[src/rtl/div_sequencer.sv]
// div_sequencer: multi-cycle restoring divider for the ALU DIV operation.
//
// A start pulse in IDLE latches dividend/divisor. The sequencer then computes
// one quotient bit per clock (WIDTH iterations), applies a sign fix-up, and
// registers quotient -> lo_out and remainder -> hi_out for the HI/LO load.
// Sequence: IDLE -> LOAD -> ITER (WIDTH cycles) -> FIX -> DONE -> IDLE.
// A zero divisor skips ITER/FIX: LOAD -> DONE with lo_out = all ones,
// hi_out = dividend, div_by_zero = 1.
//
// Build option: define DIV_SIGNED_EN for a two's-complement divide. The
// quotient truncates toward zero and the remainder takes the dividend's sign.
// When DIV_SIGNED_EN is undefined the divide is unsigned only, and FIX is a
// plain register-transfer cycle.
//
// Ports:
//   clock        in   rising-edge clock
//   clear        in   synchronous active-high reset, overrides everything
//   start        in   request pulse, sampled only in IDLE
//   dividend     in   [WIDTH] numerator, latched on an accepted start
//   divisor      in   [WIDTH] denominator, latched on an accepted start
//   busy         out  high in LOAD, ITER and FIX
//   done         out  one-cycle pulse, results valid
//   div_by_zero  out  set with done when the divisor was 0; held until next start
//   lo_out       out  [WIDTH] quotient, held until the next result or clear
//   hi_out       out  [WIDTH] remainder, held until the next result or clear

module div_sequencer #(
    parameter int unsigned WIDTH = 32
) (
    input  logic             clock,
    input  logic             clear,
    input  logic             start,
    input  logic [WIDTH-1:0] dividend,
    input  logic [WIDTH-1:0] divisor,
    output logic             busy,
    output logic             done,
    output logic             div_by_zero,
    output logic [WIDTH-1:0] lo_out,
    output logic [WIDTH-1:0] hi_out
);

    localparam int unsigned   CW   = (WIDTH > 1) ? $clog2(WIDTH) : 1;
    localparam logic [CW-1:0] LAST = CW'(WIDTH - 1);

    typedef enum logic [2:0] {
        IDLE,
        LOAD,
        ITER,
        FIX,
        DONE
    } state_t;

    state_t state, state_d;

    logic [WIDTH-1:0] a_q;      // latched dividend
    logic [WIDTH-1:0] b_q;      // latched divisor, replaced by its magnitude in LOAD
    logic [WIDTH-1:0] q_q;      // quotient shift register
    logic [WIDTH-1:0] p_q;      // partial remainder
    logic [CW-1:0]    cnt_q;    // iteration counter

    logic [WIDTH:0]   p_shift;
    logic [WIDTH:0]   trial;
    logic [WIDTH-1:0] a_mag;
    logic [WIDTH-1:0] b_mag;
    logic [WIDTH-1:0] q_fix;
    logic [WIDTH-1:0] r_fix;

`ifdef DIV_SIGNED_EN
    logic sign_q;
    logic sign_r;
`endif

    // The restored remainder is always below the divisor, so it fits in WIDTH
    // bits. Only the shifted value needs the extra bit, which feeds the
    // WIDTH+1-bit trial subtraction.
    always_comb begin
        p_shift = {p_q, q_q[WIDTH-1]};
        trial   = p_shift - {1'b0, b_q};
`ifdef DIV_SIGNED_EN
        a_mag = a_q[WIDTH-1] ? -a_q : a_q;
        b_mag = b_q[WIDTH-1] ? -b_q : b_q;
        q_fix = sign_q ? -q_q : q_q;
        r_fix = sign_r ? -p_q : p_q;
`else
        a_mag = a_q;
        b_mag = b_q;
        q_fix = q_q;
        r_fix = p_q;
`endif
    end

    always_ff @(posedge clock) begin
        if (clear) begin
            state <= IDLE;
        end else begin
            state <= state_d;
        end
    end

    always_comb begin
        state_d = state;
        busy    = 1'b0;
        case (state)
            IDLE: begin
                if (start) begin
                    state_d = LOAD;
                end
            end
            LOAD: begin
                busy    = 1'b1;
                state_d = (b_q == '0) ? DONE : ITER;
            end
            ITER: begin
                busy = 1'b1;
                if (cnt_q == LAST) begin
                    state_d = FIX;
                end
            end
            FIX: begin
                busy    = 1'b1;
                state_d = DONE;
            end
            DONE: begin
                state_d = IDLE;
            end
            default: begin
                state_d = IDLE;
            end
        endcase
    end

    // done and div_by_zero are registered off the DONE state. The pulse
    // therefore appears one edge after DONE is entered, which gives the
    // WIDTH+3 edge (normal) and 2 edge (divide-by-zero) latencies.
    always_ff @(posedge clock) begin
        if (clear) begin
            a_q         <= '0;
            b_q         <= '0;
            q_q         <= '0;
            p_q         <= '0;
            cnt_q       <= '0;
            done        <= 1'b0;
            div_by_zero <= 1'b0;
            lo_out      <= '0;
            hi_out      <= '0;
`ifdef DIV_SIGNED_EN
            sign_q      <= 1'b0;
            sign_r      <= 1'b0;
`endif
        end else begin
            done <= (state == DONE);
            case (state)
                IDLE: begin
                    if (start) begin
                        a_q         <= dividend;
                        b_q         <= divisor;
                        div_by_zero <= 1'b0;
                    end
                end
                LOAD: begin
                    if (b_q == '0) begin
                        lo_out <= '1;
                        hi_out <= a_q;
                    end else begin
                        p_q   <= '0;
                        q_q   <= a_mag;
                        b_q   <= b_mag;
                        cnt_q <= '0;
`ifdef DIV_SIGNED_EN
                        sign_q <= a_q[WIDTH-1] ^ b_q[WIDTH-1];
                        sign_r <= a_q[WIDTH-1];
`endif
                    end
                end
                ITER: begin
                    cnt_q <= cnt_q + 1'b1;
                    if (trial[WIDTH]) begin
                        p_q <= p_shift[WIDTH-1:0];
                        q_q <= {q_q[WIDTH-2:0], 1'b0};
                    end else begin
                        p_q <= trial[WIDTH-1:0];
                        q_q <= {q_q[WIDTH-2:0], 1'b1};
                    end
                end
                FIX: begin
                    lo_out <= q_fix;
                    hi_out <= r_fix;
                end
                DONE: begin
                    // b_q still holds the divisor (or its non-zero magnitude)
                    div_by_zero <= (b_q == '0);
                end
                default: begin
                end
            endcase
        end
    end

endmodule

[config.mk]
export PLATFORM = sky130hd
export DESIGN_NAME = div_sequencer
export DESIGN_NICKNAME = d
export VERILOG_FILES = /design/src/rtl/div_sequencer.sv
export SDC_FILE = /design/constraint.sdc
export NUM_CORES = 1
export LEC_CHECK = 0
export CORE_MARGIN = 2
export CORE_UTILIZATION = 55
export DETAILED_ROUTE_END_ITERATION = 10
export GPL_TIMING_DRIVEN = 0
export HOLD_SLACK_MARGIN = 0.08
export PLACE_DENSITY = 0.83
export SLEW_MARGIN = 0
export SYNTH_ARGS = -nofsm -noshare
export SYNTH_HDL_FRONTEND = slang
export SYNTH_SLANG_ARGS = --single-unit
[constraint.sdc]
create_clock -name clock -period 3.4 [get_ports clock]
set_input_delay 0.68 -clock clock [delete_from_list [all_inputs] [get_ports clock]]
set_output_delay 0.68 -clock clock [all_outputs]
set_load 0.01 [all_outputs]
==> results, run 1 <==
- The origin of the worst min-delay path is b_mag[23].
- The distinct cell type count of the synthesized netlist is 64.
- The flow ran to the end, and the final reports show no timing, DRC or antenna violations.
- The min-delay analysis places its worst path in the category flop to flop.
- The critical path goes through inv_1 -> ha_1 -> inv_1 -> fa_2 -> a211oi_1 -> o21ai_1 -> nand3_2 -> a211oi_4 -> nor2_4 -> o311a_1 -> a311oi_2 -> buf_6 -> buf_12 -> mux2i_2 -> o21ai_1.
- The final-report max-slew violation count is 0.
- The detailed-routing iteration count for the pre-antenna-repair pass is 5.
- The number of antenna diodes in the final layout is 0.
- The detail-routed net length per standard cell is 16.03 µm.
- Setup repair after global routing could not meet its margin everywhere.
- Dividing the detail-routed via count by the number of cells gives ~5.7.
- The worst ir drop on vdd is 0.3342 mV.
- The synthesized-area fraction occupied by ao, oa, aoi and oai cells is 0.1861.
- The post-detailed-placement half-perimeter wirelength is 19590 µm.
- The final count of negative-setup-slack endpoints is 0.
- After the last flow step, the layout net total stands at roughly 1500.
- The final setup skew is 0.01475 ns.
- The number of buffer cells added on primary ports is approximately 130.
- Clock-pin slew was measured on the worst setup and hold paths at 0.06 ns.
- The worst register-to-register path has a depth of 15.
- Counting flops with a built-in enable in the synthesized netlist gives 0.
- The maximum number of pins on one net before global-route repair is 15.
- The type of the worst setup path is flop to flop.
- In this run the standard cell core region covers between 0.015 and 0.02 mm².
- The final critical path time including I/O delays and setup is between 3 and 4 ns.
- The mean post-synth cell area is between 7 and 8 µm².
- The TritonCTS buffer count is 21.
- The width of the die is 136.9 µm.
- The critical path data arrival time is between 3 and 4 ns.
- The analysis attributes to cell leakage a power of between 0.004 and 0.005 µW.
- The full die area is ~0.019 mm².
- The area added between synthesis and finish is 24.86%.
- Pin placement for this block handled roughly 130 I/O pins.
- For this block, the initial DRC count from the detailed router was between 700 and 800.
- The cell sitting at the root of the clock tree is a sky130_fd_sc_hd__clkbuf_16.
- The hold-fix buffer count after cts is 0.
- The clock drives a little over 200 sinks.
- The worst hold path passes through 2 cells.
- The xor/xnor cell area share of the yosys netlist is 0.01984.
- The highest-delay cell along the critical path is sky130_fd_sc_hd__dfxtp_4.
- The share of final-layout standard cells stronger than drive strength 1 is 0.04006.
- In this run the critical register-to-register path is launched from q_fix[31].
- The CTS tree is built.
- The number of global-route vias before repair was 8370.
- The hold path endpoint is b_mag[23].
- The timing-limited maximum frequency is 298.8 MHz.
- The flip-flop and latch count after synthesis is slightly above 200.
- The capturing element type of the critical path is a flop.
- The share of the core filled with cells in the final layout is 0.7012.
- Together, buffers and inverters on the worst path number 4.
- The routability-driven placement congestion ratio is about 0.88.
- The capturing point of the worst reg2reg path is p_q[22].
- The design draws 6399 µW.
- The multiplexer area fraction after synthesis is 0.06080.
- For this block, the via count after detailed routing is 9191.
- The final clock period utilization by the worst path is 0.9844.
- Among cell families on the critical path, the largest total delay comes from compound AO/OA/AOI/OAI gates.
- Counting every net in the synthesized netlist gives approximately 1300.
- The flip-flop cell with the highest count after synthesis is sky130_fd_sc_hd__dfxtp_1.
- The detailed-route DRC error count is 0.
- The clock latency on the worst-skew pair is a little over 0.5 ns.
- The reported max-cap violation count is 0.
- The power density over the cells is ~530 mW/mm².
- The critical path crosses 15 cells after its start point.
- For the pin with the worst max-slew slack, the measured transition is about 0.89 ns.
- The maximum net fanout on the critical path is 10.
- The number of core rows is 48.
- In this run the cell area of the synthesized design comes to 0.009713 mm².
- STA puts the critical path data required time at between 3 and 4 ns.
- The detail route stage leaves a number of antenna-violating nets equal to 0.
- The initial core utilization is 0.5616.
- The first global-routing pass estimated 41410 µm of wire.
- The die is 136.9 µm tall.
- Summed over all layers, the routed wires come to approximately 26000 µm.
- The largest incremental delay on the critical path is around 0.37 ns.
- Headroom to the max-slew limit came out at 0.4097.
- The worst hold slack across all endpoints is 0.4693 ns.
- Synthesis produced a netlist whose cell count is approximately 1200.
- The worst reg-to-reg setup slack is ~0.053 ns.
- The H-tree depth is 1.
- The post-synthesis share of cell area spent on and, or, nand and nor gates is 0.2189.
- By area, the combinational part of the netlist is dominated by simple AND/OR/NAND/NOR gates.
- The adder and majority gate portion of the synthesized area is 0.04586.
- The kind of launch point of the worst setup path is a flop.
- The total overflow left after global routing is 0.
- The initial antenna violation count is 0.
- For this run, the register share of the synthesized area comes to 0.4163.
- The final count of hold timing violations was 0.
- In the synthesized netlist the async set-or-reset flop fraction comes to 0.
- Across every metal layer, demand over resource in global routing totals 0.2749.
- During synthesis, Yosys emitted a total of 0 warnings.
- Counting along the longest clock path gives a buffer depth of 3.
cell usage after synthesis (10+ instances only):
library cell               number  area (µm²)
sky130_fd_sc_hd__nand2_1      238       893.4
sky130_fd_sc_hd__dfxtp_1      202        4044
sky130_fd_sc_hd__nor2_1       158       593.1
sky130_fd_sc_hd__a21oi_1       93       465.5
sky130_fd_sc_hd__clkbuf_1      73       274.0
sky130_fd_sc_hd__mux2i_1       59       590.6
sky130_fd_sc_hd__inv_1         44       165.2
sky130_fd_sc_hd__nor3_1        42       210.2
sky130_fd_sc_hd__a211oi_1      38       285.3
sky130_fd_sc_hd__ha_1          34       425.4
sky130_fd_sc_hd__o21ai_0       34       170.2
sky130_fd_sc_hd__a311oi_1      32       280.3
sky130_fd_sc_hd__nand3_1       18       90.09
sky130_fd_sc_hd__xor2_1        15       131.4
sky130_fd_sc_hd__a21o_1        11       82.58
sky130_fd_sc_hd__nor4_1        11       68.82
sky130_fd_sc_hd__o21ai_1       10       50.05
flip-flops by register name (all words and copies together) (netlist names):
signal       flops
cnt_q            5
a_mag           32
q_fix           32
div_by_zero      1
done             1
p_q             32
lo_out          32
b_mag           32
state            3
hi_out          32
timing repair:
action,CTS,global route
setup endpoints to repair,7,59
pin swaps,1,5
resized for setup,0,11
setup buffers,1,3
worst min-delay path, stage by stage, from the launching register on:
cell and delay (ns):
sky130_fd_sc_hd__dfxtp_1 0.32, sky130_fd_sc_hd__nand2_1 0.05, sky130_fd_sc_hd__a21oi_1 0.05
how the worst max path moves through the flow:
stage,startpoint,to,slack [ns]
2_1_floorplan,q_fix[31],p_q[21],0.51
3_3_place_gp,q_fix[31],p_q[22],0.001
3_5_place_dp,q_fix[31],p_q[22],-0.04
4_1_cts,q_fix[31],p_q[22],0.02
5_1_grt,q_fix[31],p_q[27],-0.04
6_report,q_fix[31],p_q[22],0.05
power by group:
part	switching, µW	leakage, µW	total (µW)	internal [µW]
sequential	127	0.00165	2640	2520
clock	953	0.000355	2410	1460
combinational	753	0.00279	1350	593
layer usage:
metal	vias up	global-route usage	wire (µm)
met2	353	0.4714	12290
met1	4204	0.3599	11210
li1	4583	-	-
met3	51	0.03667	1787
met5	-	0	0
met4	0	0.08477	730
cell type report:
class	instances	area [µm²]
Buffer	83	346.6
Clock buffer	29	595.6
Clock inverter	8	122.6
Fill cell	1438	5169
Inverter	44	165.2
Multi-Input combinational cell	895	5195
Sequential cell	202	4048
Tap cell	225	281.5
Timing Repair Buffer	137	1374
cell usage in the layout (no fill, tap or decap), types with 4 or more instances in the layout:
cell type,Yosys,routed
sky130_fd_sc_hd__nand2_1,238,238
sky130_fd_sc_hd__dfxtp_1,202,201
sky130_fd_sc_hd__nor2_1,158,158
sky130_fd_sc_hd__clkdlybuf4s50_1,0,133
sky130_fd_sc_hd__a21oi_1,93,93
sky130_fd_sc_hd__clkbuf_1,73,77
sky130_fd_sc_hd__mux2i_1,59,57
sky130_fd_sc_hd__inv_1,44,44
sky130_fd_sc_hd__nor3_1,42,42
sky130_fd_sc_hd__a211oi_1,38,38
sky130_fd_sc_hd__ha_1,34,34
sky130_fd_sc_hd__o21ai_0,34,33
sky130_fd_sc_hd__a311oi_1,32,32
sky130_fd_sc_hd__clkbuf_16,0,21
sky130_fd_sc_hd__nand3_1,18,17
sky130_fd_sc_hd__xor2_1,15,15
sky130_fd_sc_hd__o21ai_1,10,11
sky130_fd_sc_hd__a21o_1,11,11
sky130_fd_sc_hd__nor4_1,11,11
sky130_fd_sc_hd__o211ai_1,9,9
sky130_fd_sc_hd__and3_1,7,7
sky130_fd_sc_hd__o21a_1,7,7
sky130_fd_sc_hd__xnor2_1,7,7
sky130_fd_sc_hd__nor2b_1,5,5
sky130_fd_sc_hd__buf_4,2,5
sky130_fd_sc_hd__a32oi_1,5,5
sky130_fd_sc_hd__and4_1,4,4
sky130_fd_sc_hd__and2_1,4,4
sky130_fd_sc_hd__nand2b_1,4,4
sky130_fd_sc_hd__nand4_1,4,4
sky130_fd_sc_hd__clkbuf_8,0,4
through the flow:
stage          worst slack, ns  std cells  instance area, µm²  TNS [ns]
3_5_place_dp          -0.04274       1582               11330  -0.08614
4_1_cts                0.02096       1620               12050         0
5_1_grt               -0.04096       1623               12130   -0.1893
6_report               0.05310       1623               12130         0
3_3_place_gp          0.001380       1582               11330         0
2_1_floorplan           0.5124       1224                9713         0
logic make-up (layout without fill, tap and decap cells):
kind of cell,count (synthesis),count (layout)
AND/OR/NAND/NOR,506,506
AO/OA/AOI/OAI,273,273
flip-flops,202,202
buffers and inverters,127,301
multiplexers,59,59
adder cells (fa/ha/maj),35,35
XOR/XNOR,22,22
Power figures use the tool's default switching activity.
==> inputs of run 2 (changes only) <==
--- a/config.mk
+++ b/config.mk
@@ -11,5 +11,5 @@
 export GPL_TIMING_DRIVEN = 0
 export HOLD_SLACK_MARGIN = 0.08
-export PLACE_DENSITY = 0.83
+export PLACE_DENSITY = 0.82
 export SLEW_MARGIN = 0
 export SYNTH_ARGS = -nofsm -noshare
==> constraint.sdc (replaced) <==
create_clock -name clock -period 3.1 [get_ports clock]
set_input_delay 0.62 -clock clock [delete_from_list [all_inputs] [get_ports clock]]
set_output_delay 0.62 -clock clock [all_outputs]
set_load 0.1 [all_outputs]
==> results, run 2 (same netlist as run 1, synthesis figures left out) <==
- The run finished, with violations left.
- The final reports fail on setup timing.
- The final worst-path setup slack was -0.009597 ns (-0.06270 ns).
- The sum of routed wire length over all layers is 26370 µm (+1.3%).
- The post-layout instance count excluding filler cells is 1626 (+0.18%).
- The detailed-routed wire length on met2 is 12600 µm (+2.5%).
- The final critical path time including I/O delays and setup is 3.110 ns (-0.2373 ns).
- The worst hold slack across all endpoints came to 0.4676 ns (-0.001782 ns).
- The slowest stage of the critical path is the sky130_fd_sc_hd__o311a_4 cell.
- The width of the die is 136.9 µm (unchanged).
- The placed cell count is 1582 (unchanged).
- The vertical extent of the die was 136.9 µm (unchanged).
- The maximum number of pins on one net before global-route repair is 14 (-1).
- The net switching share of the total power is 0.3120 (+0.02554).
- The startpoint of the worst register-to-register path is b_mag[0].
- The full die area is 0.01874 mm² (unchanged).
- The reported max-cap violation count came to 0 (unchanged).
- The power density over the cells is 586.3 mW/mm² (+11%).
- The global-route wire length before repair came to 42200 µm (+1.9%).
- The initial core utilization is 0.5616 (unchanged).
- The maximum net fanout on the critical path is 6 (-4).
- Walking the worst path, the cells encountered are ha_4 -> inv_2 -> fa_2 -> a211oi_4 -> o21ai_2 -> nand3_2 -> a211oi_4 -> nor2_4 -> o311a_4 -> a311oi_4 -> buf_6 -> buf_12 -> mux2i_1 -> o21ai_1.
- The final count of hold timing violations is 0 (unchanged).
- The met3 wire length is 1670 µm (-6.5%).
- The detailed-route DRC error count came to 0 (unchanged).
- CTS placed an instance of sky130_fd_sc_hd__clkbuf_16 at the clock tree root.
- The number of buffer and inverter stages on the critical path was 3 (-1).
- The cell type with the highest occurrence count on the critical path is sky130_fd_sc_hd__a211oi_4.
- The final-report max-slew violation count is 0 (unchanged).
- The hold-fix buffer count after cts is 0 (unchanged).
- The total overflow reported by the global router came to 0 (unchanged).
- The switching power was 2249 µW (+23%).
- The worst ir drop on vdd was 0.4991 mV (+49%).
- The largest incremental delay on the critical path is 0.40 ns (+0.03 ns).
- The startpoint identified for the worst hold timing path is b_mag[10].
- The critical path data arrival time is 3.49 ns (-0.24 ns).
- In this run the worst setup path begins at b_mag[0].
- The required time at the worst-slack endpoint was 3.49 ns (-0.29 ns).
- The total via count in the routed design is 9195 (+0.044%).
- The initial DRC count was 770 (+5.5%).
- The clock network power share is 0.347 (-0.029).
- The timing-limited maximum frequency is 321.6 MHz (+7.6%).
- The number of cells on the critical path is 14 (-1).
- The worst hold path belongs to the class flop to flop.
- The detailed-routing iteration count for the pre-antenna-repair pass is 5 (unchanged).
- The slew at the pin closest to its max-slew limit came to 1.000 ns (+0.1149 ns).
- The placeable core region is 0.01730 mm² (unchanged).
- The worst reg-to-reg path cell count is 14 (-1).
- Leaving out fill and tap cells, the most frequent cell in the layout is sky130_fd_sc_hd__nand2_1.
- The static power due to leakage is 0.004844 µW (+1.1%).
- The number of nets in the layout was 1494 (+0.54%).
- The clock latency on the worst-skew pair came to 0.51 ns (about the same).
- The final setup skew is 0.007996 ns (-0.006756 ns).
- The part of the power in combinational logic is 0.250 (+0.040).
- The kind of launch point of the worst setup path is a flop.
- The final count of negative-setup-slack endpoints is 4 (+4).
- The TritonCTS buffer count came to 22 (+4.8%).
- The sequential fraction of design power was 0.402 (-0.011).
- The detail-routed net length per standard cell was 16.22 µm (+1.2%).
- The H-tree depth is 1 (unchanged).
- The register clock-pin slew on the reported worst setup and hold paths is 0.06 ns (about the same).
- The worst reg-to-reg setup slack is -0.01 ns (-0.06 ns).
- The routability-driven placement congestion ratio came to 0.8707 (-0.76%).
- The share of final-layout standard cells stronger than drive strength 1 was 0.05782 (+0.01776).
- The number of core rows is 48 (unchanged).
- The internal power summed over all cells is 4960 µW (+8.6%).
- The number of routed nets with antenna violations came to 0 (unchanged).
- The number of global-route vias before repair was 8475 (+1.3%).
- The TritonCTS sink count was 202 (unchanged).
- The area added between synthesis and finish is 26.59%.
- The CTS tree is built.
- The worst setup path is captured at a flop.
- The worst hold path cell count was 2 (unchanged).
- The number of buffer cells added on primary ports came to 133 (unchanged).
- The final clock period utilization by the worst path is 1.003 (+0.01871).
- The initial antenna violation count was 0 (unchanged).
- Leaving out fill and tap cells, the most frequent cells in the layout are 238 x sky130_fd_sc_hd__nand2_1, 198 x sky130_fd_sc_hd__dfxtp_1, 156 x sky130_fd_sc_hd__nor2_1.
- The type of the worst setup path is flop to flop.
- The routed metal-1 wirelength is 11380 µm (+1.5%).
- The relative slew slack is 0.3310 (-0.07870).
- The number of buffers on the longest clock path was 3 (unchanged).
- In this run the critical register-to-register path is captured at p_q[5].
- The total track usage is 0.2805 (+0.005567).
- The critical path ends at p_q[5].
- The I/O pin count was 134 (unchanged).
- Setup repair after global routing could not meet its margin everywhere.
- The number of vias per cell after detailed routing is 5.655 (-0.14%).
- The worst setup slack after placement is -0.3604 ns (-0.3177 ns).
- The number of antenna diodes is 0 (unchanged).
- The post-detailed-placement half-perimeter wirelength is 19640 µm (+0.29%).
- In this run the top signal layer used is met4.
- The kind of cell with the highest combined delay along the critical path is compound AO/OA/AOI/OAI gates.
[run 2: changes by cell type in the layout (fill, tap and decap cells not counted), moves of 4 or more]
cell                       previous run  this run
sky130_fd_sc_hd__o21ai_0             33        22
sky130_fd_sc_hd__o21ai_1             11        21
sky130_fd_sc_hd__ha_1                34        30
sky130_fd_sc_hd__clkbuf_1            77        73
sky130_fd_sc_hd__buf_4                5         9
[run 2: how the worst min path moves through the flow]
stage / to
after floorplan: cnt_q[3]
after global placement: a_mag[19]
after detailed placement: b_mag[8]
after CTS: b_mag[8]
after global routing: b_mag[26]
final: b_mag[10]
[run 2: layer usage]
layer  global-route usage  up-vias
li1                     -     4586
met1               0.3698     4212
met2               0.4844      343
met3              0.03481       54
met4              0.07732        0
met5                    0        -
[run 2: power by group through the flow]
stage	Combinational, µW	Sequential [µW]	Clock (µW)
finish	1810	2900	2500
global route	1960	2920	2620
CTS	1750	2900	2520
detailed placement	1620	2950	0
global placement	1600	2950	0
floorplan	1010	3130	0
[run 2: tightest hold or removal path: cells and delay by family, from the launching register on]
family	cells	cell delay, ns
DFF	1	0.32
and+or+nand+nor	1	0.05
AOI/OAI and AO/OA	1	0.05
[run 2: through the flow]
stage	util	setup TNS (ns)	cell area, µm²	total power [µW]
after global routing	0.7109	-4.111	12300	7500
after global placement	0.6548	-10.39	11330	4542
after floorplan	-	0	9713	4137
after CTS	0.7054	0	12200	7163
final	0.7109	-0.02240	12300	7209
after detailed placement	0.6548	-13.24	11330	4575
[run 2: area by class of cell]
type	instances	area, µm²
well taps	225	281.5
plain buffers	82	366.6
fillers	1383	5001
multi-input cells	895	5298
clock buffers	25	571.8
flip-flops and latches	202	4051
inverters	44	167.7
repair buffers	145	1449
clock inverters	8	110.1
[run 2: timing repair]
action | in CTS | in global routing
pin swaps | 8 | 14
resized for setup | 22 | 36
setup endpoints to repair | 64 | 57
hold endpoints to repair | 0 | 0
gates cloned | 1 | 0
setup buffers | 10 | 2
